===== src/rtl/fetch_sequencer.sv =====
// Instruction fetch sequencer: fetches each instruction, issues it to the executor,
// waits for the decode result and computes the next PC. Provides start/halt/single-step control.
module fetch_sequencer #(
   parameter int                  PC_WIDTH   = 16,
   parameter int                  INSN_WIDTH = 40,
   parameter logic [PC_WIDTH-1:0] RESET_PC   = '0,
   parameter int                  CNT_WIDTH  = 16
) (
   input  logic                  clk,
   input  logic                  reset_n,
   input  logic                  start,
   input  logic [PC_WIDTH-1:0]   start_pc,
   input  logic                  halt,
   output logic                  ireq,
   output logic [PC_WIDTH-1:0]   iaddr,
   input  logic                  iack,
   input  logic [INSN_WIDTH-1:0] idata,
   output logic [INSN_WIDTH-1:0] insn,
   output logic                  insn_valid,
   input  logic                  exec_done,
   input  logic                  insn_size,
   input  logic                  is_branch,
   input  logic [PC_WIDTH-1:0]   branch_pc,
   output logic [PC_WIDTH-1:0]   pc,
   output logic                  busy,
   output logic [CNT_WIDTH-1:0]  retired
);

   typedef enum logic [1:0] {
      IDLE  = 2'd0,
      FETCH = 2'd1,
      ISSUE = 2'd2,
      EXEC  = 2'd3
   } state_t;

   state_t state;
   logic   halt_pending;

   // Advance is modulo 2^PC_WIDTH; the branch target overrides insn_size entirely.
   logic [PC_WIDTH-1:0] next_pc;
   assign next_pc = is_branch ? branch_pc
                              : pc + (insn_size ? PC_WIDTH'(2) : PC_WIDTH'(1));

   assign iaddr = pc;

   // NOTE: non-blocking assignments throughout, so every branch of the case reads
   // the pre-edge values of pc, retired and halt_pending regardless of statement order.
   always_ff @(posedge clk or negedge reset_n) begin
      if (!reset_n) begin
         state        <= IDLE;
         pc           <= RESET_PC;
         insn         <= '0;
         ireq         <= 1'b0;
         insn_valid   <= 1'b0;
         busy         <= 1'b0;
         retired      <= '0;
         halt_pending <= 1'b0;
      end else begin
         insn_valid <= 1'b0;
         case (state)
            IDLE: begin
               // A lone halt here is dropped; halt together with start arms single-step.
               if (start) begin
                  pc           <= start_pc;
                  halt_pending <= halt;
                  ireq         <= 1'b1;
                  busy         <= 1'b1;
                  state        <= FETCH;
               end
            end
            FETCH: begin
               if (halt) halt_pending <= 1'b1;
               if (iack) begin
                  insn       <= idata;
                  ireq       <= 1'b0;
                  insn_valid <= 1'b1;
                  state      <= ISSUE;
               end
            end
            ISSUE: begin
               if (halt) halt_pending <= 1'b1;
               state <= EXEC;
            end
            EXEC: begin
               if (exec_done) begin
                  pc      <= next_pc;
                  retired <= retired + CNT_WIDTH'(1);
                  if (halt_pending || halt) begin
                     halt_pending <= 1'b0;
                     busy         <= 1'b0;
                     state        <= IDLE;
                  end else begin
                     ireq  <= 1'b1;
                     state <= FETCH;
                  end
               end else if (halt) begin
                  halt_pending <= 1'b1;
               end
            end
            default: begin
               ireq  <= 1'b0;
               busy  <= 1'b0;
               state <= IDLE;
            end
         endcase
      end
   end

endmodule

===== config.mk =====
export PLATFORM = sky130hd
export DESIGN_NAME = fetch_sequencer
export DESIGN_NICKNAME = d
export VERILOG_FILES = /design/src/rtl/fetch_sequencer.sv
export SDC_FILE = /design/constraint.sdc
export NUM_CORES = 1
export LEC_CHECK = 0
export CAP_MARGIN = 10
export CORE_ASPECT_RATIO = 1.4
export CORE_MARGIN = 2
export CORE_UTILIZATION = 43
export DETAILED_ROUTE_END_ITERATION = 7
export PLACE_DENSITY = 0.82
export SYNTH_ARGS = -nofsm -noshare
export SYNTH_HDL_FRONTEND = slang
export SYNTH_SLANG_ARGS = --single-unit

===== constraint.sdc =====
create_clock -name clk -period 2.3 [get_ports clk]
set_input_delay 0.46 -clock clk [delete_from_list [all_inputs] [get_ports clk]]
set_output_delay 0.46 -clock clk [all_outputs]
set_load 0.02 [all_outputs]

-- Yosys cells after proc, flatten, opt, wreduce, memory -nomap -nowiden
Index checks and enable logic that the tools add are counted.
- add/subtract/negate cells: 2
- eq/ne operators: 9
- multiplexer cells: 24
- reduce and logical (&&, ||, !) cells: 12
- operators by type and width (operator ; count):
    $mux 16 ; 3
    $pmux 16 s2 ; 1
    $add 16x1->16 const B ; 1
    $add 16x2->16 ; 1
    $mux 1 ; 12
    $ne 2x2->1 const B ; 5
    $mux 2 ; 4
    $pmux 2 s4 ; 1
    $pmux 1 s3 ; 2
    $reduce_and 2->1 ; 3
    $reduce_and 3->1 ; 2
    $reduce_and 5->1 ; 1
    $eq 2x2->1 const B ; 2
    $reduce_and 4->1 ; 1
    $ne 3x3->1 const B ; 1
    $reduce_bool 3->1 ; 1
    $eq 2x1->1 const B ; 1
    $logic_not 2->1 ; 1
    $pmux 1 s2 ; 1
    $reduce_bool 2->1 ; 1
    $reduce_or 2->1 ; 1
    $logic_or 1x1->1 ; 1
- flip-flop bits (word level): 78
- input bits: 80
- output and inout port bits: 91
- logic and storage cells: 55

-- Longest topological paths before layout
Gate-level depths: netlist (run 1).
- depth after elaboration: 5
- depth in mapped cells: 8
- mapped depth without buffers: 8

-- Worst setup path after synthesis (run 1)
No wires, ideal clock.
- kind: input -> register
- from: input port insn_size
- to: register pc[12] (netlist: iaddr[12])
- library setup time: 0.128 ns
- arrival time: 1.945 ns
- data required time: 2.172 ns
- slack: 0.227 ns
- stages on the path: 8
- path buffers: 0
- cells stage by stage: inv_1 -> ha_1 -> inv_1 -> fa_1 -> nand3b_2 -> nor4_2 -> xnor2_1 -> o22ai_1
- longest elaborated chain between the ends: 5
- ends and longest elaborated chain (what ; RTL line ; source):
    start, declared ; 21 ; input logic insn_size,
    $mux 2 ; 42 ; : pc + (insn_size ? PC_WIDTH'(2) : PC_WIDTH'(1));
    $add 16x2->16 ; 42 ;
    $mux 16 ; 41 ; assign next_pc = is_branch ? branch_pc
    $mux 16 ; 85 ; if (exec_done) begin
    $pmux 16 s2 ; 60 ; case (state)
    end signal, assigned ; 64 ; pc <= start_pc;
    end signal, assigned ; 86 ; pc <= next_pc;
    end, declared ; 24 ; output logic [PC_WIDTH-1:0] pc,
No other way between the ends. The select of a mux whose other input is x is not followed.
A chain may end at the register's enable or synchronous reset.

-- Worst setup path in the final report (run 1)
- from: input port insn_size
- to: register pc[14] (netlist: iaddr[14])
The elaborated chain is that of the path after synthesis.

==> tab_implementation.tex, run 1 <==
\begin{tabular}{lr}
\hline
Metric & Value \\
\hline
\multicolumn{2}{l}{\textbf{CTS}} \\
\quad Post-CTS Hold Fix Bufs & 0 \\
\quad Reg clk slew, reported paths & 0.06 ns \\
\quad Cts bufs inserted & 9 \\
\quad Clock sinks & 78 \\
\quad Maximum number of buffers from clock root to sink & 2 \\
\quad H-tree depth & 3 \\
\quad CTS tree & built \\
\quad Insertion delay of the later-clocked pin in the worst-skew pair & 0.33 ns \\
\quad Clk root buf & sky130\_fd\_sc\_hd\_\_clkbuf\_16 \\
\multicolumn{2}{l}{\textbf{Timing}} \\
\quad Final worst-path setup slack & 0.09074 ns \\
\quad Tmin final & 2.209 ns \\
\quad Worst slew pin tran & 0.5090 ns \\
\quad Crit share post-route & 96.05\% \\
\quad Final Max Tran Viols & 0 \\
\quad F\_max & 0.4526 GHz \\
\quad Hold slack final & 0.09272 ns \\
\quad RSZ-0062 raised after global routing & false \\
\quad Number of failing hold endpoints at the final stage & 0 \\
\quad Sum of negative setup slack & 0 ns \\
\quad Endpoints failing setup & 0 \\
\quad Max-slew headroom at the worst pin & 66.06\% \\
\quad Worst-case clock skew & 0.005898 ns \\
\multicolumn{2}{l}{\textbf{Setup path}} \\
\quad Worst Reg-to-Reg Cells & 5 \\
\quad Reg2reg start & state[1] \\
\quad Maximum fanout along the worst path & 7 \\
\quad Worst Path Class, Setup & input port to register \\
\quad Crit-path slowest cell & sky130\_fd\_sc\_hd\_\_clkdlybuf4s50\_1 \\
\quad Required time worst endpoint & 2.51 ns \\
\quad Critical-path cell list & clkdlybuf4s50\_1 -> inv\_1 -> ha\_1 -> inv\_1 -> fa\_1 -> nand3b\_4 -> nor3\_1 -> a31o\_2 -> a221oi\_1 \\
\quad Type of destination of the critical path & register \\
\quad Capture instance of the worst register-to-register path & iaddr[10] \\
\quad Slowest Stage Delay on Critical Path & 0.43 ns \\
\quad Crit path DAT & 2.42 ns \\
\quad Setup slack on the worst flop-to-flop path & 0.22 ns \\
\quad Startpoint Class & input port \\
\quad Cell repeated most along the worst path & sky130\_fd\_sc\_hd\_\_inv\_1 \\
\multicolumn{2}{l}{\textbf{Global route}} \\
\quad Global-route wire length before repair & 17.24 mm \\
\quad Largest net degree at the start of global routing & 44 \\
\quad Global route overflow & 0 \\
\quad Global-route total usage across every layer & 21.59\% \\
\quad Number of global-route vias before repair & 3457 \\
\quad Initial antenna violation count & 0 \\
\multicolumn{2}{l}{\textbf{Synth}} \\
\quad Number of enable flip-flop cells after synthesis & 0 \\
\quad Most frequently used cell type in the post-synthesis netlist & sky130\_fd\_sc\_hd\_\_dfrtp\_1 \\
\quad Proportion of synthesized flip-flops having asynchronous set or reset & 100.0\% \\
\quad Biggest area contributors in the synthesized netlist & sky130\_fd\_sc\_hd\_\_dfrtp\_1 49\%, sky130\_fd\_sc\_hd\_\_mux2\_2 12\%, sky130\_fd\_sc\_hd\_\_buf\_4 3.6\% \\
\quad Part of the Yosys area used for sequential elements & 48.83\% \\
\quad Library cell occupying the most area in the post-synthesis netlist & sky130\_fd\_sc\_hd\_\_dfrtp\_1 \\
\quad Fraction of post-synthesis cell area in the top cell type by area & 48.83\% \\
\quad Average footprint of a synthesized cell & 11.10 um\^{}2 \\
\quad Number of instances in the synthesized netlist & 360 \\
\quad Cell types with the highest counts after synthesis & 78 x sky130\_fd\_sc\_hd\_\_dfrtp\_1, 41 x sky130\_fd\_sc\_hd\_\_mux2\_2, 24 x sky130\_fd\_sc\_hd\_\_nor2\_1, 20 x sky130\_fd\_sc\_hd\_\_o21ai\_0, 19 x sky130\_fd\_sc\_hd\_\_buf\_4 \\
\quad Library cells used by synthesis & 59 \\
\quad Most frequently used flop master after synthesis & sky130\_fd\_sc\_hd\_\_dfrtp\_1 \\
\quad Area of the mapped netlist & 3998 um\^{}2 \\
\quad Nets in the synthesized netlist & 448 \\
\quad \#FFs+latches synth & 78 \\
\quad Number of warnings reported in the yosys synthesis log & 0 \\
\multicolumn{2}{l}{\textbf{Power}} \\
\quad Power per cell area & 1352 nW/um\^{}2 \\
\quad Final Power & 8.281 mW \\
\quad Largest voltage drop on the vdd net & 762.8 uV \\
\quad Cell leakage power & 2.565 nW \\
\multicolumn{2}{l}{\textbf{Drt}} \\
\quad 1st-pass router iterations & 4 \\
\quad Vias per inst & 5.403 \\
\quad Antenna Violating Nets Remaining & 0 \\
\quad Final routed wire length divided by cell count & 17.03 um \\
\quad Total Routed Length & 10.86 mm \\
\quad DRC & 0 \\
\quad 1st-iter DRT viols & 172 \\
\quad Total number of vias & 3447 \\
\multicolumn{2}{l}{\textbf{Die}} \\
\quad Number of top-level pins & 171 \\
\quad Floorplan Core Area & 9029 um\^{}2 \\
\quad Effective utilization at floorplan & 44.28\% \\
\quad Die Y & 118.1 um \\
\quad Die Footprint & 10100 um\^{}2 \\
\quad Chip width & 85.49 um \\
\quad Count of standard-cell rows & 41 \\
\multicolumn{2}{l}{\textbf{Worst hold path}} \\
\quad Worst hold path type & input port to async pin \\
\multicolumn{2}{l}{\textbf{Outcome}} \\
\quad Result of the run & completed \\
\multicolumn{2}{l}{\textbf{Place}} \\
\quad DP Worst Slack & -0.3707 ns \\
\quad Final HPWL from detailed placement & 8.311 mm \\
\quad Input/output buffers & 170 \\
\quad Placer congestion estimate & 0.9214 \\
\quad Placed cell count & 621 \\
\quad Placement-stage cell area & 5774 um\^{}2 \\
\multicolumn{2}{l}{\textbf{Layout}} \\
\quad Final Non-Filler Cells & 638 \\
\quad Layout cells sized above 1 & 16.95\% \\
\quad Area delta synth->final & 53.18\% \\
\quad Final std cell area, no fill & 6123 um\^{}2 \\
\quad Net count reported at finish & 614 \\
\quad Antenna diode count & 0 \\
\quad Core Util, Final & 67.82\% \\
\multicolumn{2}{l}{\textbf{Flow run}} \\
\quad Max cap viols & 0 \\
\hline
\end{tabular}
-- layer usage --
layer	part of all wire (%)	global-route usage [%]
met5	0	0
met4	3.7	11.21
met3	4.4	2.454
met2	54	39.01
met1	38	24.36
-- state kept, by name (all words and copies together), names as in the netlist --
signal / cells
state: 2
insn_valid: 1
ireq: 1
insn: 40
busy: 1
iaddr: 16
halt_pending: 1
retired: 16
-- cells in the final DEF (no fill, tap or decap), types with 2 or more instances in the layout --
master / instances
sky130_fd_sc_hd__a211oi_1: 2
sky130_fd_sc_hd__a21oi_1: 9
sky130_fd_sc_hd__a221oi_1: 3
sky130_fd_sc_hd__a22oi_1: 3
sky130_fd_sc_hd__a2bb2oi_1: 5
sky130_fd_sc_hd__a31o_2: 4
sky130_fd_sc_hd__a31oi_1: 2
sky130_fd_sc_hd__and3_1: 5
sky130_fd_sc_hd__buf_12: 2
sky130_fd_sc_hd__buf_4: 14
sky130_fd_sc_hd__bufinv_16: 2
sky130_fd_sc_hd__clkbuf_16: 9
sky130_fd_sc_hd__clkdlybuf4s50_1: 169
sky130_fd_sc_hd__dfrtp_1: 78
sky130_fd_sc_hd__ha_1: 7
sky130_fd_sc_hd__inv_1: 16
sky130_fd_sc_hd__mux2_2: 41
sky130_fd_sc_hd__mux2i_1: 2
sky130_fd_sc_hd__nand2_1: 16
sky130_fd_sc_hd__nand2b_1: 3
sky130_fd_sc_hd__nand3_1: 8
sky130_fd_sc_hd__nand3_2: 2
sky130_fd_sc_hd__nand4_1: 5
sky130_fd_sc_hd__nor2_1: 24
sky130_fd_sc_hd__nor3_1: 10
sky130_fd_sc_hd__nor3_2: 2
sky130_fd_sc_hd__nor4_1: 3
sky130_fd_sc_hd__nor4_4: 2
sky130_fd_sc_hd__o21a_1: 4
sky130_fd_sc_hd__o21ai_0: 20
sky130_fd_sc_hd__o22ai_1: 2
sky130_fd_sc_hd__o31ai_1: 4
sky130_fd_sc_hd__o32ai_1: 4
sky130_fd_sc_hd__or3_1: 2
sky130_fd_sc_hd__or3_4: 2
sky130_fd_sc_hd__xnor2_1: 11
sky130_fd_sc_hd__xor2_1: 7
-- kinds of logic after synthesis --
family          Yosys count  share of synthesized area, %
simple gates             93                         13.24
flops                    78                         48.83
compound gates           74                         13.02
buf+inv                  46                         6.228
mux                      43                         12.05
xor+xnor                 18                         3.944
fa+ha+maj                 8                         2.692
-- critical path: cells and delay by family --
| kind | cells | cell delay (ns) |
|---|---|---|
| adder cells (fa/ha/maj) | 2 | 0.55 |
| AO/OA/AOI/OAI | 2 | 0.27 |
| buffers and inverters | 3 | 0.56 |
| AND/OR/NAND/NOR | 2 | 0.56 |
-- where the power goes --
part | switching, mW | total, mW | leakage (nW) | internal [mW]
sequential | 0.507 | 2.46 | 0.921 | 1.95
combinational | 2.11 | 4.28 | 1.49 | 2.17
clock | 0.553 | 1.54 | 0.156 | 0.982
total | 3.17 | 8.28 | 2.56 | 5.11
-- worst max path at each step --
| stage | start | end | slack (ns) | cells after the start |
|---|---|---|---|---|
| floorplan | insn_size | iaddr[12] | 0.23 | 8 |
| global placement | insn_size | iaddr[12] | -0.32 | 9 |
| detailed placement | insn_size | iaddr[12] | -0.37 | 9 |
| CTS | insn_size | iaddr[12] | 0.10 | 9 |
| global route | insn_size | iaddr[12] | 0.009 | 9 |
| finish | insn_size | iaddr[14] | 0.09 | 9 |
-- repair_timing --
action                                 CTS  global route
endpoints found under the hold margin    0             0
setup buffers                            0             1
pin swaps                                0             0
cloned                                   0             0
gates resized for setup                  1             1
setup endpoints to repair                1             1
-- cell type report --
| class | count | area (um^2) |
|---|---|---|
| Sequential cell | 78 | 1952 |
| Clock inverter | 5 | 81.33 |
| Inverter | 16 | 60.06 |
| Tap cell | 107 | 133.9 |
| Timing Repair Buffer | 185 | 1837 |
| Clock buffer | 11 | 242.7 |
| Fill cell | 680 | 2905 |
| Multi-Input combinational cell | 236 | 1817 |
Power figures use the tool's default switching activity.
==> inputs of run 2 (changes only) <==
--- a/config.mk
+++ b/config.mk
@@ -8,9 +8,10 @@
 export CAP_MARGIN = 10
 export CORE_ASPECT_RATIO = 1.4
 export CORE_MARGIN = 2
-export CORE_UTILIZATION = 43
+export CORE_UTILIZATION = 44
+export CTS_BUF_LIST = sky130_fd_sc_hd__clkbuf_4
 export DETAILED_ROUTE_END_ITERATION = 7
-export PLACE_DENSITY = 0.82
+export PLACE_DENSITY = 0.84
 export SYNTH_ARGS = -nofsm -noshare
 export SYNTH_HDL_FRONTEND = slang
 export SYNTH_SLANG_ARGS = --single-unit
==> tab_implementation.tex, run 2 (same netlist as run 1, synthesis figures left out) <==
\begin{tabular}{lr}
\hline
Metric & Value \\
\hline
\multicolumn{2}{l}{\textbf{Outcome}} \\
\quad Result of the run & completed \\
\multicolumn{2}{l}{\textbf{Place}} \\
\quad Placed cell count & 626 (+0.81\%) \\
\quad Input/output buffers & 170 (unchanged) \\
\quad Final HPWL from detailed placement & 8.153 mm (-1.9\%) \\
\quad Placement-stage cell area & 5812 um\^{}2 (+0.65\%) \\
\quad Placer congestion estimate & 0.9476 (+2.8\%) \\
\quad DP Worst Slack & -0.3539 ns (+0.01679 ns) \\
\multicolumn{2}{l}{\textbf{Timing}} \\
\quad Tmin final & 2.199 ns (-0.01035 ns) \\
\quad Worst slew pin tran & 0.5015 ns (-0.007583 ns) \\
\quad Endpoints failing setup & 0 (unchanged) \\
\quad Final Max Tran Viols & 0 (unchanged) \\
\quad Final worst-path setup slack & 0.1011 ns (+0.01035 ns) \\
\quad Max-slew headroom at the worst pin & 66.57\% (+0.51 points) \\
\quad RSZ-0062 raised after global routing & true \\
\quad Number of failing hold endpoints at the final stage & 0 (unchanged) \\
\quad Hold slack final & 0.4880 ns (+0.3953 ns) \\
\quad F\_max & 0.4548 GHz (+0.47\%) \\
\quad Sum of negative setup slack & 0 ns (unchanged) \\
\quad Crit share post-route & 95.60\% (-0.45 points) \\
\quad Worst-case clock skew & 0.009391 ns (+0.003493 ns) \\
\multicolumn{2}{l}{\textbf{CTS}} \\
\quad Cts bufs inserted & 9 (unchanged) \\
\quad Clock sinks & 78 (unchanged) \\
\quad Reg clk slew, reported paths & 0.12 ns (+0.06 ns) \\
\quad CTS tree & built \\
\quad Maximum number of buffers from clock root to sink & 2 (unchanged) \\
\quad Clk root buf & sky130\_fd\_sc\_hd\_\_clkbuf\_4 \\
\quad H-tree depth & 3 (unchanged) \\
\quad Insertion delay of the later-clocked pin in the worst-skew pair & 0.43 ns (+0.10 ns) \\
\multicolumn{2}{l}{\textbf{Setup path}} \\
\quad Worst Path Class, Setup & input port to register \\
\quad Crit path DAT & 2.52 ns (+0.10 ns) \\
\quad Maximum fanout along the worst path & 7 (unchanged) \\
\quad Type of destination of the critical path & register \\
\quad Required time worst endpoint & 2.62 ns (+0.11 ns) \\
\quad Startpoint Class & input port \\
\multicolumn{2}{l}{\textbf{Die}} \\
\quad Chip width & 84.56 um (-1.1\%) \\
\quad Die Y & 116.8 um (-1.1\%) \\
\quad Effective utilization at floorplan & 44.79\% (+0.51 points) \\
\quad Floorplan Core Area & 8926 um\^{}2 (-1.1\%) \\
\quad Die Footprint & 9874 um\^{}2 (-2.2\%) \\
\quad Count of standard-cell rows & 41 (unchanged) \\
\quad Number of top-level pins & 171 (unchanged) \\
\multicolumn{2}{l}{\textbf{Drt}} \\
\quad Vias per inst & 5.398 (about the same) \\
\quad Antenna Violating Nets Remaining & 0 (unchanged) \\
\quad 1st-iter DRT viols & 132 (-23\%) \\
\quad 1st-pass router iterations & 4 (unchanged) \\
\quad DRC & 0 (unchanged) \\
\quad Total number of vias & 3471 (+0.70\%) \\
\quad Final routed wire length divided by cell count & 16.53 um (-2.9\%) \\
\quad Total Routed Length & 10.63 mm (-2.2\%) \\
\multicolumn{2}{l}{\textbf{Layout}} \\
\quad Number of flip-flops in the largest register & 40 (unchanged) \\
\quad Final std cell area, no fill & 5936 um\^{}2 (-3.1\%) \\
\quad Highest-count cells in the layout ignoring fill and taps & 169 x sky130\_fd\_sc\_hd\_\_clkdlybuf4s50\_1, 78 x sky130\_fd\_sc\_hd\_\_dfrtp\_1, 41 x sky130\_fd\_sc\_hd\_\_mux2\_2 \\
\quad Final Non-Filler Cells & 643 (+0.78\%) \\
\quad Core Util, Final & 66.50\% (-1.3 points) \\
\quad Antenna diode count & 0 (unchanged) \\
\quad Top reg by flops & insn \\
\quad Layout cells sized above 1 & 17.54\% (+0.59 points) \\
\quad Area delta synth->final & 48.48\% \\
\quad Most common cell after layout, fill and taps aside & sky130\_fd\_sc\_hd\_\_clkdlybuf4s50\_1 \\
\quad Net count reported at finish & 619 (+0.81\%) \\
\multicolumn{2}{l}{\textbf{Flow run}} \\
\quad Max cap viols & 0 (unchanged) \\
\multicolumn{2}{l}{\textbf{Global route}} \\
\quad Global-route wire length before repair & 16.96 mm (-1.6\%) \\
\quad Global route overflow & 0 (unchanged) \\
\quad Initial antenna violation count & 0 (unchanged) \\
\quad Global-route total usage across every layer & 21.50\% (-0.089 points) \\
\quad Largest net degree at the start of global routing & 44 (unchanged) \\
\quad Number of global-route vias before repair & 3481 (+0.69\%) \\
\multicolumn{2}{l}{\textbf{Power}} \\
\quad Power per cell area & 1257 nW/um\^{}2 (-7.0\%) \\
\quad Cell leakage power & 2.476 nW (-3.5\%) \\
\quad Final Power & 7.461 mW (-9.9\%) \\
\quad Largest voltage drop on the vdd net & 680.5 uV (-11\%) \\
\multicolumn{2}{l}{\textbf{Worst hold path}} \\
\quad Worst hold path type & register to register \\
\hline
\end{tabular}
run 2: worst paths after layout:
path / start / endpoint / slack [ns] / depth (start not counted)
max reg2reg: iaddr[0] / iaddr[12] / 0.18 / 7
min reg2reg: retired[15] / retired[15] / 0.49 / 1
max: insn_size / iaddr[12] / 0.10 / 9
min: retired[15] / retired[15] / 0.49 / 1
max in group asynchronous: reset_n / insn[17] / 1.18 / 3
min in group asynchronous: reset_n / retired[12] / 0.52 / 2
run 2: worst max-delay path: stages:
cell and delay (ns):
sky130_fd_sc_hd__clkdlybuf4s50_1 0.42, sky130_fd_sc_hd__inv_1 0.09, sky130_fd_sc_hd__ha_1 0.17, sky130_fd_sc_hd__inv_1 0.06
sky130_fd_sc_hd__fa_1 0.38, sky130_fd_sc_hd__nand3b_2 0.33, sky130_fd_sc_hd__nor4_2 0.36, sky130_fd_sc_hd__xnor2_1 0.15
sky130_fd_sc_hd__o22ai_1 0.10
run 2: layout make-up:
cell class,instances,area (um^2)
clock inverter,4,23.77
sequential,78,1952
timing repair buffer,190,1877
multi-input combinational,236,1799
inverter,16,60.06
fill,726,2990
clock buffer,12,90.09
tap,107,133.9
run 2: what timing repair did:
item | in CTS | in global routing
hold buffers | 1 | 0
hold endpoints to repair | 35 | 0
buffers inserted | 0 | 0
gates resized for setup | 0 | 0
setup endpoints to repair | 0 | 1
run 2: power breakdown:
part	switching (mW)	leakage [nW]	internal (mW)
clock network	0.480	0.0610	0.254
logic	2.11	1.49	2.20
registers	0.479	0.921	1.95
total	3.07	2.48	4.40
run 2: per-layer routing:
| metal | vias to the layer above | wire length (um) | global-route usage (%) |
|---|---|---|---|
| li1 | 1626 | - | - |
| met2 | 159 | 5566 | 37.59 |
| met3 | 32 | 607 | 5.259 |
| met5 | - | 0 | 0 |
| met1 | 1654 | 4122 | 25.34 |
| met4 | 0 | 333 | 9.101 |
